### config.mk
export PLATFORM = sky130hd
export DESIGN_NAME = riscv_ifu
export DESIGN_NICKNAME = d
export VERILOG_FILES = /design/src/rtl/riscv_ifu.sv
export SDC_FILE = /design/constraint.sdc
export NUM_CORES = 1
export LEC_CHECK = 0
export ABC_AREA = 1
export CAP_MARGIN = 10
export CORE_MARGIN = 1
export CORE_UTILIZATION = 52
export DETAILED_ROUTE_END_ITERATION = 10
export PLACE_DENSITY = 0.79
export SYNTH_ARGS = -nofsm -noshare
export SYNTH_HDL_FRONTEND = slang
export SYNTH_SLANG_ARGS = --single-unit
### constraint.sdc
create_clock -name clock -period 5 [get_ports clock]
set_input_delay 0.5 -clock clock [delete_from_list [all_inputs] [get_ports clock]]
set_output_delay 0.5 -clock clock [all_outputs]
set_load 0.05 [all_outputs]
### src/rtl/riscv_ifu.sv
`default_nettype none
// riscv_ifu: single-outstanding instruction fetch feeding a small decode-side FIFO.
// Optional macro IFU_SEQ_EN adds a 64-bit per-instruction sequence number (ifu_seq).
module riscv_ifu #(
  parameter logic [31:0] RESET_VECTOR = 32'h0000_0000,
  parameter int          FIFO_DEPTH   = 2
) (
  input  logic        clock,
  input  logic        reset,
  output logic        imem_req,
  output logic [31:0] imem_addr,
  input  logic        imem_ack,
  input  logic [31:0] imem_data,
  input  logic        exu_redirect,
  input  logic [31:0] exu_redirect_addr,
  input  logic        idu_rdy,
  output logic        ifu_vld,
  output logic [31:0] ifu_addr,
  output logic [31:0] ifu_data
`ifdef IFU_SEQ_EN
  ,
  output logic [63:0] ifu_seq
`endif
);

  localparam int          PW      = $clog2(FIFO_DEPTH);
  localparam int          CW      = PW + 1;
  localparam logic [CW-1:0] DEPTH_C = CW'(FIFO_DEPTH);
  localparam logic [31:0] RV      = {RESET_VECTOR[31:2], 2'b00};

  typedef enum logic [1:0] {
    IDLE  = 2'd0,
    FETCH = 2'd1,
    DROP  = 2'd2
  } state_t;

  state_t        state, state_nxt;
  logic [31:0]   pc, pc_nxt, drop_addr;
  logic [31:0]   redirect_pc;
  logic [CW-1:0] count;
  logic [PW-1:0] wr_ptr, rd_ptr;
  logic [31:0]   fifo_addr [FIFO_DEPTH];
  logic [31:0]   fifo_data [FIFO_DEPTH];
  logic          push, pop;

  assign redirect_pc = exu_redirect_addr & ~32'h3;
  assign ifu_vld     = (count != '0);
  assign ifu_addr    = fifo_addr[rd_ptr];
  assign ifu_data    = fifo_data[rd_ptr];
  assign pop         = ifu_vld && idu_rdy && !exu_redirect;
  assign imem_req    = (state != IDLE);
  assign imem_addr   = (state == DROP) ? drop_addr : pc;

  always_comb begin
    state_nxt = state;
    pc_nxt    = pc;
    push      = 1'b0;
    unique case (state)
      IDLE: begin
        if (exu_redirect) begin
          pc_nxt    = redirect_pc;
          state_nxt = FETCH;
        end else if (count < DEPTH_C) begin
          state_nxt = FETCH;
        end
      end
      FETCH: begin
        if (exu_redirect) begin
          pc_nxt    = redirect_pc;
          state_nxt = imem_ack ? FETCH : DROP;
        end else if (imem_ack) begin
          push      = 1'b1;
          pc_nxt    = pc + 32'd4;
          state_nxt = ((count + CW'(1)) < DEPTH_C) ? FETCH : IDLE;
        end
      end
      DROP: begin
        // The stale request must still complete; an ack releases us to the latest pc.
        if (exu_redirect) pc_nxt = redirect_pc;
        if (imem_ack) state_nxt = FETCH;
      end
      default: state_nxt = IDLE;
    endcase
  end

  always_ff @(posedge clock) begin
    if (reset) begin
      state     <= IDLE;
      pc        <= RV;
      drop_addr <= RV;
      count     <= '0;
      wr_ptr    <= '0;
      rd_ptr    <= '0;
    end else begin
      state <= state_nxt;
      pc    <= pc_nxt;
      if (state == FETCH && state_nxt == DROP) drop_addr <= pc;
      if (exu_redirect) begin
        count  <= '0;
        wr_ptr <= '0;
        rd_ptr <= '0;
      end else begin
        if (push) wr_ptr <= wr_ptr + PW'(1);
        if (pop)  rd_ptr <= rd_ptr + PW'(1);
        if (push && !pop)      count <= count + CW'(1);
        else if (pop && !push) count <= count - CW'(1);
      end
    end
  end

  // Payload storage needs no reset: entries are only visible once written.
  always_ff @(posedge clock) begin
    if (push) begin
      fifo_addr[wr_ptr] <= pc;
      fifo_data[wr_ptr] <= imem_data;
    end
  end

`ifdef IFU_SEQ_EN
  logic [63:0] seq_cnt;
  logic [63:0] fifo_seq [FIFO_DEPTH];

  always_ff @(posedge clock) begin
    if (reset)     seq_cnt <= '0;
    else if (push) seq_cnt <= seq_cnt + 64'd1;
  end

  always_ff @(posedge clock) begin
    if (push) fifo_seq[wr_ptr] <= seq_cnt;
  end

  assign ifu_seq = fifo_seq[rd_ptr];
`endif

endmodule
`default_nettype wire

==> results of run 1 <==
==> sequential cells by signal, indices dropped and copies added (netlist names), named ones only <==
| signal | count |
|---|---|
| fifo_addr | 60 |
| pc | 30 |
| wr_ptr | 1 |
| drop_addr | 30 |
| count | 2 |
| state | 2 |
| rd_ptr | 1 |
| fifo_data | 64 |
==> where the power goes <==
part | switching, mW | internal (mW)
combinational | 0.350 | 0.198
clock | 0.564 | 0.688
sequential | 0.0672 | 1.75
==> worst register-to-register path: cells and delay by family, from the launching register on <==
family	cells	cell delay (ns)
and+or+nand+nor	3	1.00
DFF	1	0.38
buffers and inverters	2	0.71
==> routing by layer <==
metal	share of wire, %	up-vias
met5	0	-
met4	1.5	0
met3	6.4	22
met2	49	205
met1	43	2999
li1	-	3182
==> through the flow <==
stage / util (%) / area, um^2 / power (mW)
6_report: 67.9 / 10900 / 3.62
3_5_place_dp: 64.5 / 10300 / 2.40
3_3_place_gp: 64.5 / 10300 / 2.38
4_1_cts: 67.9 / 10900 / 3.64
2_1_floorplan: - / 8610 / 2.20
5_1_grt: 67.9 / 10900 / 3.75
==> cell usage in the layout (no fill, tap or decap), types with 4 or more instances in the layout <==
| cell type | n |
|---|---|
| nor2_2 | 14 |
| nor3_1 | 6 |
| buf_4 | 8 |
| clkdlybuf4s50_1 | 160 |
| a21oi_1 | 60 |
| nand4_1 | 5 |
| nand2_2 | 9 |
| dfxtp_1 | 66 |
| o21ai_0 | 86 |
| nand3_1 | 28 |
| nor2_4 | 10 |
| clkbuf_16 | 17 |
| mux2_2 | 62 |
| inv_2 | 5 |
| nor2_1 | 60 |
| conb_1 | 4 |
| edfxtp_1 | 124 |
| inv_1 | 69 |
| nand2_1 | 182 |
==> area by class of cell <==
cell class | instances | area (um^2)
multi-input combinational | 550 | 3040
inverter | 75 | 283
timing repair buffer | 168 | 1660
sequential | 191 | 5070
clock buffer | 19 | 433
clock inverter | 13 | 114
fill | 1323 | 5130
tap | 216 | 270
==> kinds of logic after synthesis <==
kind of cell,count (synthesis),synth area share (%)
AND/OR/NAND/NOR,321,16.7
adder cells (fa/ha/maj),3,0.437
flip-flops,191,58.9
AO/OA/AOI/OAI,158,9.49
XOR/XNOR,2,0.204
other,1,0.0436
buffers and inverters,117,6.08
multiplexers,62,8.12
==> final timing paths <==
| kind | from | end | slack (ns) | cells past startpoint |
|---|---|---|---|---|
| setup / recovery | state[0] | imem_addr[3] | 1.31 | 6 |
| hold / removal | drop_addr[27] | drop_addr[27] | 0.45 | 2 |
| setup reg to reg | state[0] | fifo_data[1][17] | 2.50 | 5 |
| hold reg to reg | drop_addr[27] | drop_addr[27] | 0.45 | 2 |
==> summary.txt, run 1 <==
Logic synthesis
  – Count of flip-flops with a built-in enable after synthesis: 124
  – Biggest area contributors in the synthesized netlist: edfxtp_1 (43%), dfxtp_1 (16%), mux2_2 (8.1%)
  – Sequential-to-total area share from yosys stat: between 50% and 60%
  – Top-area cell type share of the netlist area: 43.3%
  – Most numerous cell types in the synthesized netlist: nand2_1 (183), edfxtp_1 (124), o21ai_0 (86)
  – Cell area after technology mapping: 8600 um^2
  – Flops & latches, synth: 191
  – Cell type contributing the most total cell area after synthesis: edfxtp_1
  – Proportion of register bits with asynchronous set or reset after synthesis: 0%
  – Most instantiated flip-flop cell in the synthesis netlist: edfxtp_1
  – Most common cell in the netlist: nand2_1
  – Post-synthesis area per instance: ~10 um^2
  – Number of instances in the synthesized netlist: ~860
  – Unique cell type count in the Yosys netlist: 40
  – Count of yosys warnings during synthesis: 0

Final layout
  – Synth-to-Final Area Change: 26.4%
  – Share of post-route cells with drive strength above 1: 14.4%
  – Non-Filler Instances: 1,232
  – Diodes inserted: 0
  – Total Nets Final: 1,075

Routing
  – DRC viols: 0
  – Routed WL: 19,000 um
  – Post-detailed-route count of antenna-violating nets: 0
  – Vias per Instance: 5.20
  – Avg WL per Cell: 15.4 um
  – Iteration count of the initial detailed-routing pass: 5
  – DRC violation total after the first TritonRoute iteration: 435
  – Vias post-DR: 6,408

Critical path
  – Setup crit start kind: flop
  – Cells traversed along the worst timing path: inv_2 -> nand2_1 -> buf_4 -> nand2_1 -> o21ai_0 -> clkdlybuf4s50_1
  – Slowest Stage Delay on Critical Path: 0.87 ns
  – CP Capture Type: output pin
  – CP Max Fanout: 38
  – Type of the worst setup path: reg -> out
  – Data required time at the worst endpoint: ~4.5 ns
  – Most repeated library cell on the critical path: nand2_1
  – Arrival time reported for the critical path endpoint: approximately 3.2 ns
  – Worst path top cell family by delay: buffers and inverters
  – Slowest library cell on the worst path: clkdlybuf4s50_1
  – WP buf/inv: 3

Global route
  – GRT met3 Usage: 4.60%
  – Largest net degree at the start of global routing: 61
  – Wire length of the first global-routing pass: 30,000 um
  – Met2 Resource Use GR: 39.7%
  – Vias in the first global route: 6,064
  – GR peak layer: met2
  – Global Route Usage Sum: 23.1%
  – Met1 routing resource usage after global routing: 29.2%
  – Number of antenna violations at the first check in global routing: 0
  – Leftover overflow at the end of global routing: 0

Placement
  – Dpl hpwl: 13,000 um
  – Pre-CTS setup slack: 1.77 ns
  – Routability-driven placement congestion ratio: ~0.9
  – Total of buffers placed on input and output ports: 160
  – Cell count after placement: 1,200

STA
  – Post-route setup TNS: 0 ns
  – Final Max Tran Viols: 0
  – Largest clock skew in the final design: 0.00783 ns
  – Worst slew slack as a fraction of its limit: 21.1%
  – Setup-violating endpoint count in the final report: 0
  – Fmax: 271 MHz
  – Number of hold-slack violations in the final timing report: 0
  – Min setup slack post-route: roughly 1.3 ns
  – Post-route clock period utilization: 73.9%
  – Hold slack final: 0.450 ns
  – Setup repair after global routing missed its margin: false
  – Actual transition at the worst max-transition pin: 1.18 ns
  – Final critical delay including setup and external delays: 3.69 ns

Clock network
  – CTS tree: yes
  – Hold buffers post-CTS: 0
  – Clock Pin Slew Worst Setup and Hold Paths: 0.07 ns
  – Post-CTS resize count: 0
  – Number of sinks handled by clock tree synthesis: 191
  – Clock Latency Late Sink: 0.42 ns
  – Number of buffers on the longest clock path: 2
  – CTS Root Cell: clkbuf_16
  – Total CTS buffers: 17
  – Count of H-tree levels built during CTS: 4
  – Post-CTS repair timing setup buffer count: 0

Power
  – Standby leakage power: 3.78 nW
  – Power density normalized to cell area: 333 nW/um^2
  – Maximum vdd ir drop: about 0.22 mV

Run status
  – Outcome: completed

Floorplanning
  – Initial standard-cell utilization of the core: between 50 and 60%
  – IO Pins: 167
  – Die width: 131 um
  – Floorplan Core Area: 16,000 um^2
  – Die Span Y: roughly 130 um
  – FP Rows: between 40 and 50
  – Total die area: 17,100 um^2

Job
  – # Max-Cap Violations: 0

Hold path
  – Path category of the worst min-delay check: reg -> reg
Power figures use the tool's default switching activity.
==> run 2: changes to the inputs <==
==> constraint.sdc (replaced) <==
create_clock -name clock -period 3.4 [get_ports clock]
set_input_delay 0.34 -clock clock [delete_from_list [all_inputs] [get_ports clock]]
set_output_delay 0.34 -clock clock [all_outputs]
set_load 0.05 [all_outputs]
==> run 2 against run 1 <==
Effect of this change:
- count of clock-buffer cells in the layout decreased by 1
- via count rose by 0.12%
- power increased by 50%
- clock skew rose by 0.0043 ns
- clock power increased by 57%
- core utilization stayed put
- first-iteration DRC count decreased by 19%
- wire length rose by 1.8%
- largest power group unchanged
==> summary.txt, run 2 (same netlist as run 1, synthesis figures left out) <==
Clock network
  – Number of buffers on the longest clock path: 2
  – Clock Latency Late Sink: 0.43 ns
  – Post-CTS resize count: 0
  – Post-CTS repair timing setup buffer count: 0
  – Number of sinks handled by clock tree synthesis: 191
  – Hold buffers post-CTS: 0
  – CTS Root Cell: clkbuf_16
  – Clock Pin Slew Worst Setup and Hold Paths: 0.07 ns
  – CTS tree: yes
  – Count of H-tree levels built during CTS: 4
  – Total CTS buffers: 17

Floorplanning
  – Total die area: about 17,000 um^2
  – Die width: ~130 um
  – FP Rows: 46
  – Floorplan Core Area: 16,000 um^2
  – Die Span Y: 131 um
  – IO Pins: 167
  – Initial standard-cell utilization of the core: a little over half

STA
  – Setup repair after global routing missed its margin: false
  – Worst slew slack as a fraction of its limit: 57.1%
  – Post-route setup TNS: 0 ns
  – Largest clock skew in the final design: 0.0121 ns
  – Post-route clock period utilization: 82.5%
  – Actual transition at the worst max-transition pin: 0.643 ns
  – Final Max Tran Viols: 0
  – Min setup slack post-route: between 0.5 and 0.6 ns
  – Fmax: 357 MHz
  – Number of hold-slack violations in the final timing report: 0
  – Final critical delay including setup and external delays: 2.80 ns
  – Setup-violating endpoint count in the final report: 0

Power
  – Switch Pwr: 1.48 mW
  – Cell-internal power: 3.95 mW
  – Fraction of power consumed by the clock network: 36.2%
  – Switching share of power: 27.3%
  – Sequential power share: 49.2%
  – Combinational group share of total power: 14.6%
  – Maximum vdd ir drop: around 0.33 mV
  – Power density normalized to cell area: roughly 500 nW/um^2
  – Standby leakage power: just under 4 nW
  – Overall power of the completed layout: 5.43 mW

Final layout
  – Synth-to-Final Area Change: 26.4%
  – Non-Filler Instances: around 1.2k
  – Final core area utilization: 67.9%
  – Share of post-route cells with drive strength above 1: 17.7%
  – Total Nets Final: 1,078
  – Most common cell after layout, fill and taps aside: nand2_1
  – Register with the most flip-flops: fifo_data
  – Flip-flop count of the largest register, all copies and words added: 64
  – Leading cell types in the layout, fill and taps excluded: nand2_1 (183), clkdlybuf4s50_1 (130), edfxtp_1 (124), o21ai_0 (86), inv_1 (69)
  – Biggest registers after layout: fifo_data x64, fifo_addr x60
  – Diodes inserted: 0

Placement
  – Cell count after placement: 1,203
  – Pre-CTS setup slack: 0.900 ns
  – Routability-driven placement congestion ratio: 0.934
  – Dpl hpwl: 13,100 um
  – Total of buffers placed on input and output ports: 160

Critical path
  – Type of the worst setup path: reg -> out
  – Reg-to-reg startpoint: state[0]
  – Length in cells of the worst reg-to-reg path: 5
  – R2R Path End: fifo_addr[0][21]
  – CP Max Fanout: 16
  – R2R setup slack: 1.35 ns
  – Data required time at the worst endpoint: 3.06 ns
  – CP Capture Type: output pin
  – Arrival time reported for the critical path endpoint: 2.46 ns
  – Setup crit start kind: flop

Hold path
  – Worst hold endpoint: drop_addr[2]
  – Path category of the worst min-delay check: reg -> reg
  – Hold depth: 2
  – Launch point of the worst hold path: drop_addr[2]

Routing
  – Routed WL: 19,300 um
  – DRC violation total after the first TritonRoute iteration: 353
  – Vias post-DR: 6,416
  – Avg WL per Cell: 15.6 um
  – Iteration count of the initial detailed-routing pass: 5
  – Vias per Instance: 5.20
  – DRC viols: 0
  – Post-detailed-route count of antenna-violating nets: 0

Global route
  – Largest net degree at the start of global routing: 61
  – Wire length of the first global-routing pass: around 30,000 um
  – Leftover overflow at the end of global routing: 0
  – Vias in the first global route: 6,015
  – Global Route Usage Sum: 23.2%
  – Number of antenna violations at the first check in global routing: 0

Run status
  – Outcome: completed

Job
  – # Max-Cap Violations: 0
==> run 2: final cells by class <==
class	instances	area, um^2
timing repair buffer	171	1620
fill	1305	5130
clock inverter	14	160
multi-input combinational	550	3040
clock buffer	18	429
sequential	191	5070
inverter	75	283
tap	216	270
==> run 2: worst max-delay path by stage <==
stage | start | to | depth (start not counted) | slack [ns]
floorplan | state[0] | fifo_addr[1][10] | 4 | 0.60
global placement | exu_redirect | pc[10] | 8 | 0.90
detailed placement | exu_redirect | pc[10] | 8 | 0.90
CTS | flop | ifu_addr[22] | 3 | 0.57
global route | flop | ifu_addr[26] | 3 | 0.52
finish | flop | ifu_addr[22] | 3 | 0.60
==> run 2: metal layers <==
layer	share of wire (%)	track usage (%)	vias up
met4	1.7	8.59	0
met2	49	38.8	196
li1	-	-	3188
met1	43	29.5	3010
met3	7.0	5.29	22
met5	0	0	-
==> run 2: worst max-delay path: stages (launching register included) <==
cell and delay (ns):
dfxtp_2 0.61, buf_4 0.33, mux2_2 0.37, clkdlybuf4s50_1 0.71
==> run 2: metrics by stage <==
step / hold slack, ns / instance area [um^2]
finish: 0.444 / 10900
detailed placement: 0.439 / 10300
CTS: 0.448 / 10900
global placement: 0.432 / 10300
global route: 0.467 / 10900
floorplan: 0.424 / 8610
==> run 2: power by group through the flow <==
stage / Combinational (mW) / Sequential [mW] / Clock, mW
after global routing: 0.863 / 2.68 / 2.07
after floorplan: 0.551 / 2.68 / 0
final: 0.795 / 2.67 / 1.96
after global placement: 0.780 / 2.71 / 0
after detailed placement: 0.794 / 2.72 / 0
after CTS: 0.800 / 2.67 / 1.99
==> run 3: changes to the inputs <==
==> constraint.sdc (replaced) <==
create_clock -name clock -period 2.7 [get_ports clock]
set_input_delay 0.27 -clock clock [delete_from_list [all_inputs] [get_ports clock]]
set_output_delay 0.27 -clock clock [all_outputs]
set_load 0.05 [all_outputs]
==> run 3 against run 2 <==
Effect of this change:
- setup slack got worse by 0.49 ns
- flip-flop and latch count unchanged
- clock power increased by 21%
- power increased by 27%
- largest cell class unchanged
- critical endpoint is now ifu_addr[4]
- highest routed layer unchanged
- worst hold slack got worse by 0.019 ns
- non-clock buffer count increased by 1
- via count increased by 0.56%
==> summary.txt, run 3 (same netlist as run 1, synthesis figures left out) <==
Routing
  – Vias per Instance: 5.22
  – Routed WL: roughly 19,000 um
  – Avg WL per Cell: around 16 um
  – Iteration count of the initial detailed-routing pass: 5
  – Post-detailed-route count of antenna-violating nets: 0
  – Vias post-DR: about 6.5k
  – DRC viols: 0
  – DRC violation total after the first TritonRoute iteration: 498

Global route
  – Largest net degree at the start of global routing: 61
  – Leftover overflow at the end of global routing: 0
  – Number of antenna violations at the first check in global routing: 0
  – Global Route Usage Sum: approximately 23%
  – Vias in the first global route: 5,972
  – Wire length of the first global-routing pass: 29,800 um

Placement
  – Dpl hpwl: approximately 13,000 um
  – Routability-driven placement congestion ratio: 0.885
  – Instance area after placement: roughly 11,000 um^2
  – Total of buffers placed on input and output ports: 160
  – Cell count after placement: 1,204

Clock network
  – Clock Latency Late Sink: 0.42 ns
  – Post-CTS repair timing setup buffer count: 0
  – Count of H-tree levels built during CTS: 4
  – CTS tree: yes
  – Post-CTS resize count: 0
  – Hold buffers post-CTS: 0
  – CTS Root Cell: clkbuf_16
  – Total CTS buffers: 17
  – Number of sinks handled by clock tree synthesis: 191
  – Clock Pin Slew Worst Setup and Hold Paths: 0.07 ns
  – Number of buffers on the longest clock path: 2

Hold path
  – Path category of the worst min-delay check: in -> reg

STA
  – Largest clock skew in the final design: 0.00594 ns
  – Actual transition at the worst max-transition pin: 0.550 ns
  – Setup-violating endpoint count in the final report: 0
  – Final Max Tran Viols: 0
  – Post-route clock period utilization: a little over nine tenths
  – Worst slew slack as a fraction of its limit: about 63%
  – Fmax: about 390 MHz
  – Number of hold-slack violations in the final timing report: 0
  – Hold slack final: between 0.4 and 0.5 ns
  – Post-route setup TNS: 0 ns
  – Setup repair after global routing missed its margin: false
  – Final critical delay including setup and external delays: approximately 2.6 ns

Power
  – Fraction of power consumed by the clock network: 34.5%
  – Standby leakage power: 3.96 nW
  – Cell-internal power: 5.00 mW
  – Power density normalized to cell area: 612 nW/um^2
  – Maximum vdd ir drop: 0.384 mV
  – Switching share of power: 27.5%
  – Sequential power share: between 40% and 50%
  – Combinational group share of total power: 16.7%
  – Switch Pwr: between 1.5 and 2 mW

Floorplanning
  – Die width: 131 um
  – FP Rows: 46
  – Total die area: 17,100 um^2
  – Initial standard-cell utilization of the core: 53.7%
  – Die Span Y: 131 um
  – IO Pins: 167
  – Floorplan Core Area: 16,000 um^2

Critical path
  – Type of the worst setup path: reg -> out
  – Arrival time reported for the critical path endpoint: approximately 2.3 ns
  – Slowest library cell on the worst path: clkdlybuf4s50_1
  – Slowest Stage Delay on Critical Path: 0.73 ns
  – Data required time at the worst endpoint: 2.43 ns
  – Setup crit start kind: flop
  – CP Max Fanout: 57
  – CP Capture Type: output pin
  – Cells traversed along the worst timing path: buf_12 -> mux2_2 -> clkdlybuf4s50_1

Final layout
  – Leading cell types in the layout, fill and taps excluded: nand2_1 (183), clkdlybuf4s50_1 (130), edfxtp_1 (124), o21ai_0 (86), inv_1 (69)
  – Total area of multi-input combinational cells: between 3000 and 4000 um^2
  – Biggest registers after layout: fifo_data x64, fifo_addr x60
  – Diodes inserted: 0
  – Synth-to-Final Area Change: 31.1%
  – Storage cell area: 5070 um^2
  – Total Nets Final: 1,079
  – Most common cell after layout, fill and taps aside: nand2_1
  – Non-Filler Instances: 1,236
  – Share of post-route cells with drive strength above 1: between 10% and 20%
  – Flip-flop count of the largest register, all copies and words added: 64
  – Number of fillers in the final layout: 1,228
  – Register with the most flip-flops: fifo_data
  – Final design area excluding fillers: 11,300 um^2

Job
  – # Max-Cap Violations: 0

Run status
  – Outcome: completed
-- run 3: cell count changes in the layout (fill, tap and decap cells not counted), sizes merged --
cell / change
buf: +1
bufinv: -1
clkbuf: +1
clkinv: -1
inv: +1
-- run 3: worst paths after layout --
| kind | startpoint | end | slack (ns) | cells after the start |
|---|---|---|---|---|
| max | flop | ifu_addr[4] | 0.11 | 3 |
| min reg2reg | drop_addr[6] | drop_addr[6] | 0.45 | 2 |
| min | imem_data[29] | fifo_data[1][29] | 0.42 | 1 |
| max reg2reg | pc[3] | pc[20] | 0.99 | 10 |
-- run 3: layout make-up --
type	count	area share (%)
Clock inverter	13	1.18
Tap cell	216	2.40
Sequential cell	191	44.9
Multi-Input combinational cell	550	26.9
Inverter	75	2.51
Clock buffer	19	3.84
Timing Repair Buffer	172	18.2
-- run 3: metal layers --
layer	track usage [%]	share of wire, %	vias up
met5	0	0	-
met4	7.78	1.9	0
met3	4.97	6.4	27
met2	38.7	49	217
met1	29.4	43	3011
li1	-	-	3197
-- run 3: worst max-delay path, delay by kind of cell, from the launching register on --
family | cells | cell delay (ns)
buffers and inverters | 2 | 1.05
flip-flops | 1 | 0.42
multiplexers | 1 | 0.38
-- run 3: per-stage QoR --
stage	utilization [%]	power (mW)	worst slack [ns]
floorplan	-	4.07	-0.0958
global placement	66.9	4.55	0.555
detailed placement	66.9	4.58	0.562
CTS	70.5	6.93	0.0881
global route	70.5	7.14	0.0412
finish	70.5	6.90	0.107
-- run 3: power groups by stage --
| stage | clock, mW | sequential [mW] | combinational, mW |
|---|---|---|---|
| floorplan | 0 | 3.38 | 0.694 |
| global placement | 0 | 3.42 | 1.13 |
| detailed placement | 0 | 3.43 | 1.15 |
| CTS | 2.41 | 3.36 | 1.16 |
| global route | 2.53 | 3.38 | 1.23 |
| finish | 2.38 | 3.37 | 1.15 |
